<file path="config.mk">
export PLATFORM = sky130hd
export DESIGN_NAME = bram_sdp_4p_rd_arb
export DESIGN_NICKNAME = d
export VERILOG_FILES = /design/src/rtl/bram_sdp_4p_rd_arb.sv
export SDC_FILE = /design/constraint.sdc
export NUM_CORES = 1
export LEC_CHECK = 0
export ABC_AREA = 1
export BUFFER_PORTS_ARGS = -buffer_cell sky130_fd_sc_hd__buf_2
export CAP_MARGIN = 20
export CORE_ASPECT_RATIO = 1.1
export CORE_MARGIN = 2
export CORE_UTILIZATION = 45
export CTS_CLUSTER_SIZE = 10
export DETAILED_ROUTE_END_ITERATION = 10
export PLACE_DENSITY = 0.76
export RECOVER_POWER = 25
export SLEW_MARGIN = 20
export SYNTH_ARGS = -nofsm -noshare
export SYNTH_HDL_FRONTEND = slang
export SYNTH_SLANG_ARGS = --single-unit
</file>
<file path="constraint.sdc">
create_clock -name clk -period 4.7 [get_ports clk]
set_clock_uncertainty 0.05 [all_clocks]
set_input_delay 1.41 -clock clk [delete_from_list [all_inputs] [get_ports clk]]
set_output_delay 1.41 -clock clk [all_outputs]
set_load 0.005 [all_outputs]
</file>
<file path="src/rtl/bram_sdp_4p_rd_arb.sv">
// rtl/bram_sdp_4p_rd_arb.sv - round-robin arbiter sharing a 4-word SDP BRAM read port among NREQ requesters
module bram_sdp_4p_rd_arb #(
    parameter int WIDTH = 8,
    parameter int DEPTH = 256,
    parameter int NREQ  = 4
) (
    input  logic                             clk,
    input  logic                             rst_n,
    input  logic [NREQ-1:0]                  req_valid,
    input  logic [NREQ*$clog2(DEPTH)-1:0]    req_addr,
    output logic [NREQ-1:0]                  req_ready,
    output logic [$clog2(DEPTH)-1:0]         bram_addr,
    input  logic [4*WIDTH-1:0]               bram_data,
    output logic                             rsp_valid,
    input  logic                             rsp_ready,
    output logic [4*WIDTH-1:0]               rsp_data,
    output logic [$clog2(NREQ)-1:0]          rsp_id
);
    localparam int ADDRW = $clog2(DEPTH);
    localparam int IDW   = $clog2(NREQ);

    logic [IDW-1:0]     ptr;
    logic [IDW-1:0]     id_q;
    logic [IDW-1:0]     win;
    logic               found;
    logic               grant;
    logic               run_q;
    logic               inflight;
    logic [1:0]         count;
    logic [2:0]         occ;
    logic               issue_ok;
    logic               pop;
    logic [ADDRW-1:0]   addr_q;
    logic [ADDRW-1:0]   sel_addr;
    logic [4*WIDTH-1:0] fifo_data [2];
    logic [IDW-1:0]     fifo_id   [2];
    logic               rd_ptr;
    logic               wr_ptr;

    assign rsp_valid = (count != 2'd0);
    assign pop       = rsp_valid & rsp_ready;
    assign rsp_data  = fifo_data[rd_ptr];
    assign rsp_id    = fifo_id[rd_ptr];

    // Slots already promised (held + landing next cycle) must leave room for one more read.
    assign occ      = {1'b0, count} + {2'b00, inflight} - {2'b00, pop};
    assign issue_ok = (occ <= 3'd1);

    // First pass covers indices at/above the pointer, second pass wraps to the lowest index.
    always_comb begin
        found    = 1'b0;
        win      = ptr;
        sel_addr = '0;
        for (int i = 0; i < NREQ; i++) begin
            if (!found && req_valid[i] && (IDW'(i) >= ptr)) begin
                found    = 1'b1;
                win      = IDW'(i);
                sel_addr = req_addr[i*ADDRW +: ADDRW];
            end
        end
        for (int i = 0; i < NREQ; i++) begin
            if (!found && req_valid[i]) begin
                found    = 1'b1;
                win      = IDW'(i);
                sel_addr = req_addr[i*ADDRW +: ADDRW];
            end
        end
    end

    // run_q keeps req_ready low while reset is asserted and for the release cycle.
    assign grant     = found & issue_ok & run_q;
    assign req_ready = grant ? (NREQ'(1) << win) : '0;
    assign bram_addr = grant ? sel_addr : addr_q;

    always_ff @(posedge clk or negedge rst_n) begin
        if (!rst_n) begin
            run_q        <= 1'b0;
            ptr          <= '0;
            id_q         <= '0;
            inflight     <= 1'b0;
            count        <= 2'd0;
            addr_q       <= '0;
            rd_ptr       <= 1'b0;
            wr_ptr       <= 1'b0;
            fifo_data[0] <= '0;
            fifo_data[1] <= '0;
            fifo_id[0]   <= '0;
            fifo_id[1]   <= '0;
        end else begin
            run_q    <= 1'b1;
            inflight <= grant;
            if (grant) begin
                ptr    <= (win == IDW'(NREQ-1)) ? '0 : win + IDW'(1);
                id_q   <= win;
                addr_q <= sel_addr;
            end
            if (inflight) begin
                fifo_data[wr_ptr] <= bram_data;
                fifo_id[wr_ptr]   <= id_q;
                wr_ptr            <= ~wr_ptr;
            end
            if (pop) begin
                rd_ptr <= ~rd_ptr;
            end
            count <= count + {1'b0, inflight} - {1'b0, pop};
        end
    end
endmodule

</file>
==> summary.txt, run 1 <==
Run status
  • Outcome: complete, but fails checks
  • Failing checks: capacitance limit, slew limit, setup timing

Floorplanning
  • Io pins: 118
  • Site Rows: 37
  • CORE AREA: 9400 sq um
  • Die height: 107 um
  • Die X: 98.1 um
  • Initial Utilization: 0.466
  • Die area: 10500 sq um

Clocking
  • Clk pin slew, worst setup/hold paths: 80 ps
  • CTS tree: yes
  • H-tree depth: 3
  • CTS Root Cell: clkbuf_8
  • CTS Hold Bufs: 0
  • CTS Buf Count: 9
  • CTS Sinks: 86
  • Longest Clk Path Bufs: 2
  • Clk Latency, worst-skew pair: 360 ps

Synthesis
  • Top post-synthesis cells by area: dfrtp_1 (49%), nand2_1 (21%), o21ai_0 (7.9%), inv_1 (5.7%), nor2_1 (3.3%)
  • Synth area leader: dfrtp_1
  • Synth Warn #: 0
  • Count leader, synth: nand2_1
  • Synth cell types: 27
  • Number of synthesized flops with an enable pin: 0
  • Seq cells post-synth: 86
  • Sequential area share after synthesis: 0.491
  • Syn Nets: 672
  • Synth cell count leaders: nand2_1 (246), dfrtp_1 (86), o21ai_0 (69)
  • Most used DFF post-synth: dfrtp_1
  • Syn Inst Count: 596
  • Syn Std Cell Area: 4380 sq um
  • Top-area cell type share of the netlist area: 0.491
  • Avg Inst Size Synth: 7.35 sq um
  • Post-synth ARST share: 1.00

Hold path
  • Min-delay src: fifo_data[3]
  • Min-Delay Path Class: flop to flop

Job
  • Max cap viols: 1

Global routing
  • First-pass GRT wire length: 18.8 mm
  • Largest net degree at the start of global routing: 87
  • Total track usage: 0.220
  • Vias in the first global route: 4092
  • Antenna violations before repair: 0
  • Total gr overflow: 0

Timing
  • RSZ-0062 raised after global routing: true
  • Max Slew Vio Count: 70
  • Fmax: 208 MHz
  • # setup viols final: 13
  • Setup tns final: -1160 ps
  • Worst-margin pin slew: 3340 ps
  • Setup WS post-layout: -105 ps
  • Fin crit period: 4810 ps
  • Slew HR: -1.23
  • Final worst-path cycle share: 1.02
  • Final count of hold timing violations: 0

Layout
  • Final Cell Area: 5620 sq um
  • ANT cells: 0
  • Final #Nets: 801
  • Area grow syn2layout: 28.4%
  • Share of cells above drive strength 1: 0.284

Critical path
  • Worst Path Required: 3240 ps
  • CP arrival: 3350 ps
  • Setup crit start kind: input port
  • CP startpoint: rsp_ready
  • CP endpoint kind: output port
  • Crit-path max FO: 5
  • WS Path Type: input port to output port
  • Worst reg2reg startpoint: count[1]

Power
  • Leakage power: 3.24 nW
  • Power per Cell Area: 673 nW/um^2
  • Worst VDD drop: 0.000442 V

Route
  • Detailed router's first-iteration violation count: 229
  • Vias: 4251
  • Post-route ant nets: 0
  • Vias/cell: 5.02
  • DR WL/cell: 13.5 um
  • Routed WL: 11.4 mm
  • Remaining DRCs: 0
  • First-pass DRT Iterations: 4

Placed design
  • Final GP Congestion: 0.883
  • Area post-placement: 5100 sq um
  • Dpl hpwl: 7.20 mm
  • # port buffers: 117
-- state kept, by name, indices dropped and copies added, names as in the netlist --
signal,count
ptr,2
wr_ptr,1
fifo_id,4
fifo_data,64
inflight,1
addr_q,8
count,2
id_q,2
rd_ptr,1
run_q,1
-- cell type report --
type	instances	area, sq um
Tap cell	117	146
Clock inverter	6	92.6
Clock buffer	10	138
Timing Repair inverter	1	11.3
Multi-Input combinational cell	411	1960
Inverter	70	270
Sequential cell	86	2150
Timing Repair Buffer	146	852
Fill cell	828	3770
-- report_power, final --
part	internal [mW]	leakage (nW)	switching, mW
Clock	0.317	0.109	0.276
Sequential	1.10	1.05	0.187
Combinational	0.842	2.08	1.06
Total	2.26	3.24	1.52
-- stage by stage --
stage / util / setup slack (ps) / total power [mW] / cells / hold slack (ps)
floorplan: - / 89.4 / 2.24 / 596 / 403
CTS: 0.594 / -66.2 / 3.75 / 846 / 441
detailed placement: 0.543 / -206 / 2.89 / 812 / 410
global placement: 0.540 / -172 / 2.79 / 811 / 409
finish: 0.598 / -105 / 3.78 / 847 / 440
global route: 0.598 / -207 / 4.12 / 847 / 461
-- cell families after synthesis --
logic type	after synthesis	synth area share
AO/OA/AOI/OAI	75	0.0917
XOR/XNOR	1	0.00200
adder cells (fa/ha/maj)	5	0.0160
buffers and inverters	99	0.0908
flip-flops	86	0.491
other	1	0.000856
AND/OR/NAND/NOR	329	0.307
-- per-layer routing --
layer,share of wire,track usage,up-vias
li1,-,-,2085
met1,0.42,0.287,1963
met2,0.49,0.364,175
met3,0.066,0.0448,28
met4,0.024,0.0804,0
met5,0,0,-
-- worst max-delay path, stage by stage --
cell and delay [ps]:
buf_6 90, nand2_4 50, inv_2 40, ha_4 200, inv_2 60, ha_4 120, inv_2 30, fa_2 350
nand2_1 60, nand2_1 50, nor2_1 120, nand2_2 80, a21oi_4 190, buf_12 170, inv_8 50, nand2_4 50
nand2_2 60, buf_2 120
-- cell usage in the layout (no fill, tap or decap), drive strengths merged, types with 2 or more instances in the layout --
cell type,n
bufinv,2
o21ai,73
a21oi,2
nand2,250
nor2,41
nand3,27
nand4,10
clkbuf,10
ha,4
clkinv,2
buf,146
dfrtp,86
clkinvlp,2
inv,71
-- path summary, 6_finish.rpt --
path	end	slack (ps)	depth (start not counted)
worst min register to register	fifo_data[3]	440	2
max in group asynchronous	fifo_id[1]	3010	1
worst max register to register	addr_q[5]	380	33
min in group asynchronous	fifo_data[37]	1040	1
worst max-delay path	bram_addr[1]	-110	18
worst min-delay path	fifo_data[3]	440	2
-- timing repair --
action	CTS	global route
cloned	2	0
resized for setup	31	13
endpoints found under the setup margin	12	13
pin swaps	2	7
setup buffers	16	2
Power figures use the tool's default switching activity.
==> inputs of run 2 (changes only) <==
Settings changed: CORE_ASPECT_RATIO 1.1 to 0.8, HOLD_SLACK_MARGIN from default to 0.12, SETUP_SLACK_MARGIN from default to 0.4.
==> run 2 against run 1 <==
  * First-iteration DRC count rose by 28%
  * Die area is essentially flat
  * Critical endpoint is now req_ready[0]
  * Total power down 0.71%
  * The flow still finishes with violations (capacitance limit, slew limit, setup timing)
  * Largest power group unchanged
  * Clock-buffer cell count up 2
==> summary.txt, run 2 (synthesis results as in run 1) <==
Layout
  • Share of cells above drive strength 1: 0.258
  • Biggest regs: fifo_data (64), addr_q (8), fifo_id (4)
  • Final Cell Area: 5610 sq um
  • Top reg by flops: fifo_data
  • Commonest non-fill, non-tap cells in the layout: nand2_1 (235), buf_2 (112), dfrtp_1 (86), o21ai_0 (69), inv_1 (63)
  • ANT cells: 0
  • Max reg flops: 64
  • Fillers: 855
  • Commonest non-fill, non-tap cell in the layout: nand2_1
  • Area grow syn2layout: 28.0%
  • Final #Nets: 792

Global routing
  • Antenna violations before repair: 0
  • Largest net degree at the start of global routing: 87
  • Total gr overflow: 0
  • First-pass GRT wire length: 18.5 mm
  • Total track usage: 0.221
  • Vias in the first global route: 3983

Route
  • Detailed router's first-iteration violation count: 294
  • Routed WL: 11.0 mm
  • Post-route ant nets: 0
  • Remaining DRCs: 0
  • Vias/cell: 4.93
  • Metal-1 WL: 5.07 mm
  • First-pass DRT Iterations: 5
  • Vias: 4145
  • DR WL/cell: 13.1 um
  • Top Metal Used: met4
  • Met3 wire len: 718 um
  • DR WL met2: 5.11 mm

Placed design
  • Area post-placement: 5190 sq um
  • Final GP Congestion: 0.894
  • # port buffers: 117
  • Dpl hpwl: 7.49 mm

Timing
  • Max Slew Vio Count: 70
  • Final count of hold timing violations: 0
  • Slew HR: -1.22
  • Final worst-path cycle share: 1.03
  • Fmax: 206 MHz
  • # setup viols final: 12
  • RSZ-0062 raised after global routing: true
  • Worst-margin pin slew: 3320 ps
  • Setup tns final: -1360 ps
  • Setup WS post-layout: -146 ps
  • Fin crit period: 4850 ps

Critical path
  • Bufs and invs on worst path: 7
  • Crit-path max FO: 4
  • Worst reg2reg startpoint: inflight
  • Reg2Reg Depth: 3
  • Slowest stage delay, CP: 330 ps
  • Worst Path Required: 3240 ps
  • CP arrival: 3390 ps
  • CP endpoint kind: output port
  • Critical path destination: req_ready[0]
  • CP startpoint: rsp_ready
  • Crit. path cell count: 17
  • Reg2reg end: fifo_data[38]
  • R2R setup slack: 1120 ps
  • Setup crit start kind: input port
  • WS Path Type: input port to output port
  • Slowest-stage cell, CP: fa_2
  • Crit-path leading delay family: buffers and inverters
  • Crit-path cells: buf_8, nand2_8, inv_4, ha_4, inv_2, ha_4, inv_2, fa_2, nand2_1, nand2_1, nor2_2, nand2_2, a21oi_4, clkinvlp_4, buf_12, nor2_4, buf_2

Run status
  • Failing checks: capacitance limit, slew limit, setup timing
  • Outcome: complete, but fails checks

Clocking
  • CTS tree: yes
  • CTS Buf Count: 9
  • CTS Sinks: 86
  • H-tree depth: 3
  • CTS Hold Bufs: 0
  • Longest Clk Path Bufs: 2
  • CTS Root Cell: clkbuf_16
  • Clk pin slew, worst setup/hold paths: 60 ps
  • Clk Latency, worst-skew pair: 330 ps

Power
  • Power per Cell Area: 670 nW/um^2
  • Worst VDD drop: 0.000335 V
  • Leakage power: 3.22 nW
  • Tot Pwr: 3.76 mW

Job
  • Max cap viols: 1

Floorplanning
  • Site Rows: 32
  • Die X: 114 um
  • Die area: 10500 sq um
  • Die height: 92.2 um
  • CORE AREA: 9570 sq um
  • Initial Utilization: 0.458
  • Io pins: 118

Hold path
  • Min-Delay Path Class: flop to flop
  • Hold depth: 2
[run 2: layout make-up]
class                   count  area, sq um  share of cell area
clock buffers              12          256              0.0457
clock inverters             4         45.0             0.00803
inverters                  70          268              0.0477
multi-input cells         411         1930               0.344
flip-flops and latches     86         2150               0.384
well taps                 119          149              0.0265
repair buffers            137          805               0.143
repair inverters            1         7.51             0.00134
[run 2: power by group]
| part | switching, mW | leakage [nW] | internal (mW) |
|---|---|---|---|
| Sequential | 0.182 | 1.05 | 1.11 |
| Combinational | 1.01 | 2.01 | 0.755 |
| Clock | 0.264 | 0.152 | 0.438 |
| Total | 1.46 | 3.22 | 2.30 |
[run 2: routing by layer]
| layer | vias to the layer above | global-route usage |
|---|---|---|
| met5 | - | 0 |
| met3 | 15 | 0.0535 |
| met4 | 0 | 0.0711 |
| met1 | 1923 | 0.305 |
| met2 | 140 | 0.344 |
| li1 | 2067 | - |
[run 2: worst min-delay path by stage]
stage,start,to
global route,addr_q[2],addr_q[2]
global placement,addr_q[5],addr_q[5]
detailed placement,addr_q[1],addr_q[1]
floorplan,fifo_id[0],fifo_id[0]
finish,addr_q[1],addr_q[1]
CTS,addr_q[1],addr_q[1]
[run 2: worst register-to-register path: cells and delay by family, from the launching register on]
kind / cells / cell delay [ps]
simple gates: 1 / 2380
flops: 1 / 450
compound gates: 1 / 340
buf+inv: 1 / 90
[run 2: through the flow]
step	setup slack [ps]	hold slack (ps)	utilization	instances
3_5_place_dp	-189	401	0.542	817
4_1_cts	-175	419	0.581	838
5_1_grt	-279	460	0.586	840
3_3_place_gp	-79.5	400	0.539	816
2_1_floorplan	228	403	-	596
6_report	-146	429	0.586	840
[run 2: timing repair]
item                       4_1_cts  5_1_grt
buffers inserted                 4        2
setup endpoints to repair       12       12
gates resized for setup          9        6
cloned                           1        0
pin swaps                        4        4
==> inputs of run 3 (changes only) <==
Settings changed: CTS_BUF_LIST from default to sky130_fd_sc_hd__clkbuf_2.
==> run 3 against run 2 <==
  * The run still ends with capacitance limit, slew limit, setup timing left
  * Core utilization down 2.1 points
  * Wire length increased by 0.29%
  * Sequential cell count stayed put
  * Clock power shrank 50%
  * Sequential power about the same
  * Sequential share of layout area rose by 1.4 points
  * Hold slack better by 30 ps
  * Die area did not move
  * Final area down 3.6%
  * Fmax shrank 0.35%
  * Critical path type unchanged
  * Highest routed layer unchanged
==> summary.txt, run 3 (synthesis results as in run 1) <==
Run status
  • Outcome: complete, but fails checks
  • Failing checks: capacitance limit, slew limit, setup timing

Critical path
  • Crit-path leading delay family: buffers and inverters
  • Bufs and invs on worst path: 7
  • Worst reg2reg startpoint: count[1]
  • Crit-path max FO: 4
  • R2R setup slack: 1980 ps
  • Reg2reg end: ptr[1]
  • CP startpoint: rsp_ready
  • Slowest-stage cell, CP: fa_2
  • CP arrival: 3400 ps
  • Setup crit start kind: input port
  • WS Path Type: input port to output port
  • Slowest stage delay, CP: 330 ps
  • Reg2Reg Depth: 19
  • CP endpoint kind: output port
  • Crit-path cells: buf_8, nand2_8, inv_4, ha_4, inv_2, ha_4, inv_2, fa_2, nand2_1, nand2_1, nor2_2, nand2_2, a21oi_4, clkinvlp_4, buf_12, nor2_4, buf_2
  • Worst Path Required: 3240 ps

Hold path
  • Min-delay src: addr_q[1]
  • Min-Delay Endpoint: addr_q[1]
  • Hold depth: 2
  • Min-Delay Path Class: flop to flop

Clocking
  • CTS tree: yes
  • Longest Clk Path Bufs: 2
  • CTS Root Cell: clkbuf_2
  • Clk pin slew, worst setup/hold paths: 220 ps
  • CTS Sinks: 86
  • CTS Buf Count: 9
  • Clk Latency, worst-skew pair: 520 ps
  • H-tree depth: 3
  • CTS Hold Bufs: 0

Route
  • First-pass DRT Iterations: 5
  • Detailed router's first-iteration violation count: 335
  • Routed WL: 11.1 mm
  • Vias: 4169
  • Post-route ant nets: 0
  • DR WL met2: 5.07 mm
  • Vias/cell: 4.96
  • Metal-1 WL: 5.15 mm
  • DR WL/cell: 13.2 um
  • Remaining DRCs: 0
  • Met3 wire len: 681 um
  • Top Metal Used: met4

Timing
  • Max Slew Vio Count: 87
  • Fmax: 206 MHz
  • Setup WS post-layout: -163 ps
  • Worst-margin pin slew: 2100 ps
  • # setup viols final: 12
  • Final worst-path cycle share: 1.03
  • Fin crit period: 4860 ps
  • Final count of hold timing violations: 0
  • Hold Worst Slack: 459 ps
  • Slew HR: -0.403
  • RSZ-0062 raised after global routing: true

Placed design
  • # port buffers: 117
  • Dpl cells: 817
  • DP Worst Slack: -189 ps
  • Final GP Congestion: 0.894
  • Dpl hpwl: 7.49 mm

Floorplanning
  • CORE AREA: 9570 sq um
  • Site Rows: 32
  • Die area: 10500 sq um
  • Initial Utilization: 0.458
  • Die height: 92.2 um
  • Die X: 114 um
  • Io pins: 118

Layout
  • Final #Nets: 792
  • Commonest non-fill, non-tap cells in the layout: nand2_1 (235), buf_2 (114), dfrtp_1 (86), o21ai_0 (69), inv_1 (63)
  • Fillers: 880
  • Biggest regs: fifo_data (64), addr_q (8), fifo_id (4)
  • ANT cells: 0
  • Register area: 2150 sq um
  • Max reg flops: 64
  • Area grow syn2layout: 23.5%
  • Multi-input gate area: 1930 sq um
  • Commonest non-fill, non-tap cell in the layout: nand2_1
  • Top reg by flops: fifo_data
  • Final cell count without fillers: 840
  • Share of cells above drive strength 1: 0.261

Power
  • Worst VDD drop: 0.000330 V
  • Leakage power: 3.14 nW
  • Power per Cell Area: 628 nW/um^2
  • Tot Pwr: 3.40 mW

Global routing
  • Largest net degree at the start of global routing: 87
  • Total gr overflow: 0
  • Antenna violations before repair: 0
  • Vias in the first global route: 3963
  • Total track usage: 0.221
  • First-pass GRT wire length: 18.6 mm

Job
  • Max cap viols: 1
run 3: what timing repair did:
item | CTS | global route
endpoints found under the hold margin | 0 | 0
pin swaps | 4 | 4
resized for setup | 9 | 6
setup endpoints to repair | 12 | 12
buffers inserted | 4 | 2
gates cloned | 1 | 0
run 3: power by group:
group          leakage (nW)  internal [mW]  switching, mW
sequential             1.05           1.10          0.183
combinational          2.02          0.751           1.01
clock                0.0705          0.119          0.235
total                  3.14           1.97           1.43
run 3: worst max path at each step:
| stage | to | slack [ps] | cells after the start |
|---|---|---|---|
| floorplan | bram_addr[1] | 230 | 15 |
| global placement | bram_addr[2] | -80 | 17 |
| detailed placement | bram_addr[6] | -190 | 17 |
| CTS | bram_addr[3] | -180 | 17 |
| global route | req_ready[0] | -280 | 17 |
| finish | req_ready[0] | -160 | 17 |
run 3: metal layers:
metal / track usage / vias up
met2: 0.344 / 145
met5: 0 / -
met1: 0.307 / 1935
met3: 0.0595 / 20
li1: - / 2069
met4: 0.0610 / 0
run 3: cell type report:
type / instances / area share
Clock inverter: 6 / 0.00972
Sequential cell: 86 / 0.398
Timing Repair inverter: 1 / 0.00139
Tap cell: 119 / 0.0275
Multi-Input combinational cell: 411 / 0.357
Inverter: 70 / 0.0495
Clock buffer: 10 / 0.00925
Timing Repair Buffer: 137 / 0.148
run 3: stage by stage:
step,setup TNS [ps],utilization,cell area [sq um]
3_5_place_dp,-1700,0.542,5190
4_1_cts,-1560,0.560,5360
6_report,-1490,0.565,5410
3_3_place_gp,-650,0.539,5160
2_1_floorplan,0,-,4440
5_1_grt,-2850,0.565,5410
run 3: worst reg2reg max path, stage by stage, from the launching register on:
cell and delay, ps:
dfrtp_1 450, inv_1 100, nand2_1 140, nand2_8 100
inv_4 30, ha_4 200, inv_2 60, ha_4 110
inv_2 30, fa_2 330, nand2_1 80, nand2_1 60
nor2_2 90, nand2_2 80, a21oi_4 210, buf_4 170
buf_4 100, buf_4 130, nand2_1 50, o21ai_1 80
